[src/rtl/ama_riscv_retire_tracer_pkg.sv]
// Shared types for the retirement tracer: the per-instruction sideband carried
// down the shadow pipe and the trace record pushed into the FIFO.
package ama_riscv_retire_tracer_pkg;

    localparam int ARCH_WIDTH = 32;
    localparam int INST_WIDTH = 32;
    localparam logic [3:0] DMEM_SIZE_NA = 4'd8;

    typedef struct packed {
        logic                  branch;
        logic                  taken;
        logic                  bp_hit;
        logic [ARCH_WIDTH-1:0] dmem_addr;
        logic [3:0]            dmem_size;
    } sideband_t;

    typedef struct packed {
        logic [INST_WIDTH-1:0] inst;
        logic [ARCH_WIDTH-1:0] pc;
        logic                  branch;
        logic                  taken;
        logic                  bp_hit;
        logic [ARCH_WIDTH-1:0] dmem_addr;
        logic [3:0]            dmem_size;
    } retire_rec_t;

    function automatic sideband_t sb_rst();
        sideband_t s;
        s           = '0;
        s.dmem_size = DMEM_SIZE_NA;
        return s;
    endfunction

endpackage

[src/rtl/ama_riscv_trace_fifo.sv]
// Registered trace FIFO with a selectable full policy. Pointers carry one extra
// wrap bit so full and empty are distinguishable without a count register.
module ama_riscv_trace_fifo #(
    parameter type T           = logic,
    parameter int  DEPTH       = 8,
    parameter bit  DROP_OLDEST = 1'b0
) (
    input  logic clk,
    input  logic rst_n,
    input  logic i_push,
    input  T     i_data,
    input  logic i_pop,
    output T     o_data,
    output logic o_full,
    output logic o_empty,
    output logic o_drop
);

    localparam int AW = $clog2(DEPTH);

    logic [AW:0] r_wr;
    logic [AW:0] r_rd;
    T            r_mem [DEPTH];

    logic w_pop;
    logic w_wr_en;
    logic w_rd_adv;

    assign o_empty  = (r_wr == r_rd);
    assign o_full   = (r_wr[AW] != r_rd[AW]) && (r_wr[AW-1:0] == r_rd[AW-1:0]);
    assign w_pop    = i_pop & ~o_empty;
    assign o_drop   = i_push & o_full & ~w_pop;
    // Overwrite-oldest reuses the head slot: writing at wr lands on rd when full.
    assign w_wr_en  = i_push & (~o_full | w_pop | DROP_OLDEST);
    assign w_rd_adv = w_pop | (o_drop & DROP_OLDEST);
    assign o_data   = o_empty ? T'('0) : r_mem[r_rd[AW-1:0]];

    always_ff @(posedge clk or negedge rst_n) begin
        if (!rst_n) begin
            r_wr <= '0;
            r_rd <= '0;
        end else begin
            if (w_wr_en)  r_wr <= r_wr + 1'b1;
            if (w_rd_adv) r_rd <= r_rd + 1'b1;
        end
    end

    always_ff @(posedge clk) begin
        if (w_wr_en) r_mem[r_wr[AW-1:0]] <= i_data;
    end

endmodule

[src/rtl/ama_riscv_retire_tracer.sv]
// Retirement tracer: shadows EXE sideband down to RET, forms trace records,
// buffers them without ever stalling the core, and keeps saturating counters.
module ama_riscv_retire_tracer
    import ama_riscv_retire_tracer_pkg::*;
#(
    parameter int STAGES      = 3,
    parameter int FIFO_DEPTH  = 8,
    parameter int CNT_W       = 32,
    parameter bit DROP_OLDEST = 1'b0
) (
    input  logic                  clk,
    input  logic                  rst_n,
    input  logic [STAGES-1:0]     stage_en,
    input  logic [STAGES-1:0]     stage_flush,
    input  logic                  exe_branch,
    input  logic                  exe_taken,
    input  logic                  exe_bp_hit,
    input  logic                  exe_dmem_valid,
    input  logic [ARCH_WIDTH-1:0] exe_dmem_addr,
    input  logic [2:0]            exe_dmem_size,
    input  logic                  inst_retired,
    input  logic [INST_WIDTH-1:0] inst_ret,
    input  logic [ARCH_WIDTH-1:0] pc_ret,
    output logic                  trc_valid,
    input  logic                  trc_ready,
    output retire_rec_t           trc_rec,
    input  logic                  cnt_clr,
    output logic [CNT_W-1:0]      cnt_ret,
    output logic [CNT_W-1:0]      cnt_br,
    output logic [CNT_W-1:0]      cnt_taken,
    output logic [CNT_W-1:0]      cnt_bp_hit,
    output logic [CNT_W-1:0]      cnt_dmem,
    output logic [CNT_W-1:0]      cnt_drop
);

    sideband_t   w_sb_exe;
    sideband_t   w_sb_ret;
    retire_rec_t w_rec;
    logic        w_fifo_full;
    logic        w_fifo_empty;
    logic        w_fifo_drop;
    logic [5:0]  w_inc;

    always_comb begin
        w_sb_exe.branch    = exe_branch;
        w_sb_exe.taken     = exe_branch & exe_taken;
        w_sb_exe.bp_hit    = exe_branch & exe_bp_hit;
        w_sb_exe.dmem_addr = exe_dmem_valid ? exe_dmem_addr : '0;
        w_sb_exe.dmem_size = exe_dmem_valid ? {1'b0, exe_dmem_size} : DMEM_SIZE_NA;
    end

    for (genvar k = 0; k < STAGES; k++) begin : g_stage
        sideband_t w_in;
        sideband_t r_sb;
        if (k == 0) begin : g_head
            assign w_in = w_sb_exe;
        end else begin : g_body
            assign w_in = g_stage[k-1].r_sb;
        end
        always_ff @(posedge clk or negedge rst_n) begin
            if (!rst_n)              r_sb <= sb_rst();
            else if (stage_flush[k]) r_sb <= sb_rst();
            else if (stage_en[k])    r_sb <= w_in;
        end
    end

    assign w_sb_ret = g_stage[STAGES-1].r_sb;

    always_comb begin
        w_rec.inst      = inst_ret;
        w_rec.pc        = pc_ret;
        w_rec.branch    = w_sb_ret.branch;
        w_rec.taken     = w_sb_ret.taken;
        w_rec.bp_hit    = w_sb_ret.bp_hit;
        w_rec.dmem_addr = w_sb_ret.dmem_addr;
        w_rec.dmem_size = w_sb_ret.dmem_size;
    end

    ama_riscv_trace_fifo #(
        .T           (retire_rec_t),
        .DEPTH       (FIFO_DEPTH),
        .DROP_OLDEST (DROP_OLDEST)
    ) u_fifo (
        .clk     (clk),
        .rst_n   (rst_n),
        .i_push  (inst_retired),
        .i_data  (w_rec),
        .i_pop   (trc_ready),
        .o_data  (trc_rec),
        .o_full  (w_fifo_full),
        .o_empty (w_fifo_empty),
        .o_drop  (w_fifo_drop)
    );

    assign trc_valid = ~w_fifo_empty;

    a_drop_only_when_full: assert property (@(posedge clk) disable iff (!rst_n)
        w_fifo_drop |-> (inst_retired && w_fifo_full));

    assign w_inc = {w_fifo_drop,
                    inst_retired & (w_sb_ret.dmem_size != DMEM_SIZE_NA),
                    inst_retired & w_sb_ret.bp_hit,
                    inst_retired & w_sb_ret.taken,
                    inst_retired & w_sb_ret.branch,
                    inst_retired};

    for (genvar i = 0; i < 6; i++) begin : g_cnt
        logic [CNT_W-1:0] r_cnt;
        always_ff @(posedge clk or negedge rst_n) begin
            if (!rst_n)                   r_cnt <= '0;
            else if (cnt_clr)             r_cnt <= '0;
            else if (w_inc[i] && ~&r_cnt) r_cnt <= r_cnt + 1'b1;
        end
    end

    assign cnt_ret    = g_cnt[0].r_cnt;
    assign cnt_br     = g_cnt[1].r_cnt;
    assign cnt_taken  = g_cnt[2].r_cnt;
    assign cnt_bp_hit = g_cnt[3].r_cnt;
    assign cnt_dmem   = g_cnt[4].r_cnt;
    assign cnt_drop   = g_cnt[5].r_cnt;

endmodule

[config.mk]
export PLATFORM = sky130hd
export DESIGN_NAME = ama_riscv_retire_tracer
export DESIGN_NICKNAME = d
export VERILOG_FILES = /design/src/rtl/ama_riscv_retire_tracer_pkg.sv /design/src/rtl/ama_riscv_trace_fifo.sv /design/src/rtl/ama_riscv_retire_tracer.sv
export SDC_FILE = /design/constraint.sdc
export NUM_CORES = 1
export LEC_CHECK = 0
export BUFFER_PORTS_ARGS = -buffer_cell sky130_fd_sc_hd__buf_2
export CAP_MARGIN = 30
export CORE_ASPECT_RATIO = 0.5
export CORE_MARGIN = 4
export CORE_UTILIZATION = 30
export CTS_BUF_LIST = sky130_fd_sc_hd__clkbuf_8
export DETAILED_ROUTE_END_ITERATION = 16
export PLACE_DENSITY = 0.57
export SKIP_LAST_GASP = 1
export SLEW_MARGIN = 20
export SYNTH_ARGS = -nofsm -noshare
export SYNTH_HDL_FRONTEND = slang
export SYNTH_HIERARCHICAL = 1
export SYNTH_SLANG_ARGS = --single-unit
[constraint.sdc]
create_clock -name clk -period 14.3 [get_ports clk]
set_input_delay 1.43 -clock clk [delete_from_list [all_inputs] [get_ports clk]]
set_output_delay 1.43 -clock clk [all_outputs]
set_load 0.03 [all_outputs]
==> metrics.txt, run 1 <==
status complete, no violations; Slew @ Worst Pin 0.9696 ns; min-delay worst type flip-flop to flip-flop; post-DR vias/cell approximately 5; Max VDD drop roughly 100 uV; Skew-Pair Late Insertion Delay a little under 0.9 ns; # H-tree levels 4; effective utilization at floorplan just over 30%; setup bufs post-CTS 0; DRT Wirelength 120700 um; pre-CTS setup slack between 9 and 10 ns; crit-path cells buf_4, buf_4, mux4_2, mux2i_1, nor2_1, buf_2; DP Area between 50000 and 60000 um^2; cell mode on critical path buf_4; CTS tree built; hold path cells 2; Pre-antenna DRT Iters 7; Avg Inst Size Synth roughly 16 um^2; hpwl dp between 70000 and 80000 um; reg2reg path depth 9; PostCTS Resize Cnt 0; Row Count roughly 100; min-delay src g_stage[1].r_sb[0]; Top Ports 410; synthesized area 47210 um^2; die width 569.0 um; gr ovfl total 0; largest net degree at the start of global routing 96; final hold vios 0; worst path arrival time around 4.2 ns; cts hold-fix bufs 0; design area 55170 um^2; chip height 288.5 um; max-slew violation count 0; Slowest-stage cell, CP buf_4; first-pass GRT wire length roughly 180000 um; post-DR wirelength/cell between 20 and 25 um; area delta synth->final 16.85%; Worst Skew 0.05357 ns; P_leak ~20 nW; clock slew at reported path FFs 0.06 ns; initial antenna violation count 18; vias in the first global route 28.96k; Critical Path RT around 13 ns; Tot GR Track Use between 10% and 20%; Relative slew margins about a third; unrepaired setup endpoints after global routing no; nature of the critical path startpoint flip-flop; core area between 150000 and 200000 um^2; max frequency between 150 and 200 MHz; fin crit period 5.635 ns; net count reported at finish 3524; capture point of the worst reg-to-reg path cnt_drop[30]; Layout fillers between 10k and 15k; layout cells sized above 1 around 27%; R2R Setup Slk 10.15 ns; final setup margin ~8.7 ns; Max Cap Violations 0; YS warnings 6; drt drc 0; crit-path max cell delay between 0.8 and 0.9 ns; period utilisation layout approximately 40%; area of the multi-input gates between 10000 and 15000 um^2; Syn Nets ~3.0k; I/O Buffers 409; WS Path Type flip-flop to primary output; Final Wtd Congestion around 0.8; register area 32690 um^2; Post-Syn Instances slightly below 3k; drt initial violations 1857; Clock Path Buffers 3; setup tns final 0 ns; Sink Count between 1k and 1.5k; die area around 160000 um^2; maximum fanout along the worst path 63; PD cells 179.7 nW/um^2; CTS buffer count around 170; Clock Tree Root clkbuf_8; endpoints failing setup 0; hold path endpoint g_stage[2].r_sb[0]; R2R Path Start u_fifo/r_rd[2]; post-route ant nets 0; via count between 20k and 30k; CP endpoint kind primary output
## worst max path at each step
stage | start | to | slack (ns) | cells after the start
after global routing | u_fifo/r_rd[1] | trc_rec[24] | 8.34 | 6
final | u_fifo/r_rd[1] | trc_rec[24] | 8.66 | 6
after detailed placement | u_fifo/r_rd[0] | trc_rec[75] | 9.10 | 6
after global placement | u_fifo/r_rd[0] | trc_rec[85] | 9.08 | 6
after floorplan | trc_ready | u_fifo/r_mem[3][0] | 1.00 | 3
after CTS | u_fifo/r_rd[0] | trc_rec[85] | 8.10 | 6
## critical path, delay by kind of cell, from the launching register on
family | cells | cell delay [ns]
buf+inv | 3 | 1.83
simple gates | 1 | 0.31
flops | 1 | 0.68
mux | 2 | 0.45
## report_power, final
part	total [W]	internal, W	switching (W)	leakage [nW]
Clock	0.00260	0.00126	0.00134	1.90
Sequential	0.00411	0.00396	0.000150	11.8
Combinational	0.00320	0.00116	0.00204	6.57
Total	0.00991	0.00638	0.00353	20.3
## cell usage in the layout, fill, tap and decap left out, types with 35 or more instances in the layout
cell        n
a21oi_1   110
o21ai_0    55
buf_2     407
nor2_1    289
nor2b_1    37
a22o_1     35
o31ai_1    46
edfxtp_1  824
inv_1      92
mux2i_1   182
or4_1      44
buf_4      44
clkbuf_8  183
dfrtp_1   311
clkinv_1   40
xnor2_1    45
mux4_2    206
nand2_1    88
nand4_1    49
nand3_1    75
or3_1      58
## per-layer routing
metal	GRT usage, %	wire length (um)
met1	18.71	51330
met2	24.52	60670
met3	3.447	6222
met4	4.058	2505
met5	0	25
## state kept, by name (all words and copies together) (netlist names)
signal / cells
g_stage.r_sb: 117
cnt_bp_hit: 32
cnt_ret: 32
u_fifo/r_mem: 824
cnt_taken: 32
u_fifo/r_wr: 4
cnt_drop: 32
cnt_dmem: 32
u_fifo/r_rd: 4
cnt_br: 32
## layout make-up
class | count | area share [%]
multi-input combinational | 1591 | 24.87
clock inverter | 133 | 1.424
inverter | 31 | 0.2109
tap | 2080 | 4.717
timing repair buffer | 466 | 4.919
antenna | 7 | 0.03175
clock buffer | 183 | 4.565
sequential | 1141 | 59.26
## per-stage QoR
step	util, %	cells	total power [W]	hold WS, ns
after floorplan	-	2916	0.006482	0.4729
after global placement	33.13	5296	0.007395	0.4902
after detailed placement	33.23	5303	0.007437	0.4922
after CTS	35.35	5619	0.01008	0.5098
after global routing	35.46	5629	0.01043	0.5183
final	35.46	5632	0.009912	0.5039
(Power assumes the default switching activity.)
==> run 2, diff against run 1 <==
Clock period 14.3 ns to 5.3 ns, I/O delays scaled along.
==> run 2 against run 1 <==
Net effect:
- via count up 0.40%
- global-route usage shrank 0.22 points
- non-clock buffer count rose by 101
- combinational power grew to 2.7 times the previous value
- power grew to 2.7 times the previous value
- highest routed layer unchanged
- count of clock-buffer cells in the layout grew 1
- register-to-register slack got worse by 8.5 ns
- worst setup slack worse by 7.3 ns
- first-iteration DRC count decreased by 19%
- clock power grew to 2.6 times the previous value
- sequential power rose to 2.7 times the previous value
- sequential cell count is the same
==> metrics.txt, run 2 (synthesis gave the netlist of run 1 again) <==
status complete, no violations; final hold vios 0 (unchanged); DRT Wirelength 119000 um (-1.4%); Skew-Pair Late Insertion Delay 0.87 ns (about the same); layout cells sized above 1 26.57% (-0.91 points); via count 27.82k (+0.40%); PostCTS Resize Cnt 0 (unchanged); period utilisation layout between 70% and 80%; drt initial violations 1499 (-19%); CP endpoint kind primary output; unrepaired setup endpoints after global routing no; post-route ant nets 0 (unchanged); effective utilization at floorplan 30.35% (unchanged); Clock Path Buffers 3 (unchanged); gr ovfl total 0 (unchanged); first-pass GRT wire length 180500 um (-0.99%); PD cells 473.7 nW/um^2 (+160%); Layout fillers 14.67k (-0.66%); I/O Buffers 409 (unchanged); max-slew violation count 0 (unchanged); CTS tree built; P_leak 20.65 nW (+1.9%); post-DR wirelength/cell 20.86 um (-2.7%); commonest non-fill, non-tap cell in the layout edfxtp_1; Sink Count 1141 (unchanged); area delta synth->final 19.04%; DP Area 51850 um^2 (+0.30%); Row Count 102 (unchanged); net count reported at finish 3624 (+2.8%); hpwl dp 71620 um (-4.1%); Max Cap Violations 0 (unchanged); max frequency ~250 MHz; Final Wtd Congestion 0.8034 (-1.0%); nature of the critical path startpoint flip-flop; # H-tree levels 4 (unchanged); clock slew at reported path FFs 0.07 ns (about the same); final hold slack 0.1892 ns (-0.3147 ns); initial antenna violation count 6 (-12); endpoints failing setup 0 (unchanged); Worst Skew 0.05573 ns (+0.002161 ns); commonest cells after routing, fill and taps aside 824 x edfxtp_1, 407 x buf_2, 311 x dfrtp_1; WS Path Type flip-flop to primary output; final std cells w/o fill 5708 (+1.3%); core area 155600 um^2 (unchanged); design area 56200 um^2 (+1.9%); maximum fanout along the worst path 36 (-43%); Critical Path RT 4.77 ns (-8.10 ns); post-DR vias/cell 4.873 (-0.94%); Util after Layout 36.13% (+0.66 points); chip height 288.5 um (unchanged); largest net degree at the start of global routing 111 (+16%); drt drc 0 (unchanged); # placed instances 5297 (-0.11%); vias in the first global route 29.38k (+1.4%); Relative slew margins 37.15% (+2.0 points); Clock Tree Root clkbuf_8; Tot GR Track Use 14.29% (-0.22 points); min-delay worst type input port to flip-flop; CTS buffer count 170 (-0.58%); die width 569.0 um (unchanged); Top Ports 410 (unchanged); Slew @ Worst Pin 0.9357 ns (-0.03394 ns); fin crit period 3.959 ns; Pre-antenna DRT Iters 4 (-3); Max VDD drop 365.0 uV (+260%); worst path arrival time 3.43 ns (-0.78 ns); Largest register FFs 824 (unchanged); die area 164200 um^2 (unchanged)
==> run 2: cell types whose count changed in the layout (fill, tap and decap cells not counted), moves of 4 or more <==
cell           before  now
buf_4              44   25
diode_2             7    3
buf_12              5   18
dlygate4sd3_1       0  110
clkinv_1           40   23
buf_16              8    4
==> run 2: through the flow <==
stage                     setup slack [ns]  total power (W)  TNS [ns]
final                                1.341          0.02662         0
after global routing                 1.032          0.02802         0
after CTS                            1.009          0.02718         0
after detailed placement             1.556          0.02017         0
after global placement               1.599          0.02002         0
after floorplan                     -1.895          0.01736   -452.90
==> run 2: final cells by class <==
cell class,count,area (um^2),share of cell area (%)
antenna,3,7.507,0.01336
clock buffer,184,2532,4.506
clock inverter,111,646.9,1.151
inverter,31,116.4,0.2070
multi-input combinational,1591,13780,24.51
sequential,1141,32690,58.17
tap,2080,2603,4.631
timing repair buffer,567,3827,6.810
==> run 2: timing repair <==
item,4_1_cts,5_1_grt
endpoints found under the setup margin,0,0
setup buffers,0,0
endpoints found under the hold margin,644,0
hold buffers,110,0
==> run 2: final timing paths <==
path                            slack [ns]             endpoint                 from  depth (start not counted)
worst max register to register        1.66         cnt_drop[30]       u_fifo/r_rd[1]                          9
min in group asynchronous             0.31          cnt_ret[12]                rst_n                          2
worst min register to register        0.51  g_stage[0].r_sb[22]  g_stage[0].r_sb[22]                          1
max in group asynchronous             3.68        cnt_taken[17]                rst_n                          3
worst min-delay path                  0.19          cnt_ret[24]              cnt_clr                          2
worst max-delay path                  1.34         trc_rec[102]       u_fifo/r_rd[1]                          5
==> run 2: report_power, final <==
group	switching (W)	total (W)	internal, W
registers	0.000408	0.0111	0.0107
logic	0.00553	0.00872	0.00319
clock network	0.00350	0.00680	0.00330
total	0.00944	0.0266	0.0172
==> run 2: critical path, cell delays in order (launching register included) <==
cell     delay [ns]
dfrtp_4        0.71
xnor2_1        0.34
and4_4         0.61
buf_4          0.48
nor2_1         0.18
buf_2          0.22
==> run 2: per-layer routing <==
layer | share of wire, % | up-vias | GRT usage (%)
met5 | 0.011 | - | 0
met4 | 3.4 | 2 | 5.334
met3 | 4.3 | 223 | 3.163
met2 | 50 | 556 | 24.37
met1 | 42 | 14379 | 17.87
li1 | - | 12656 | -
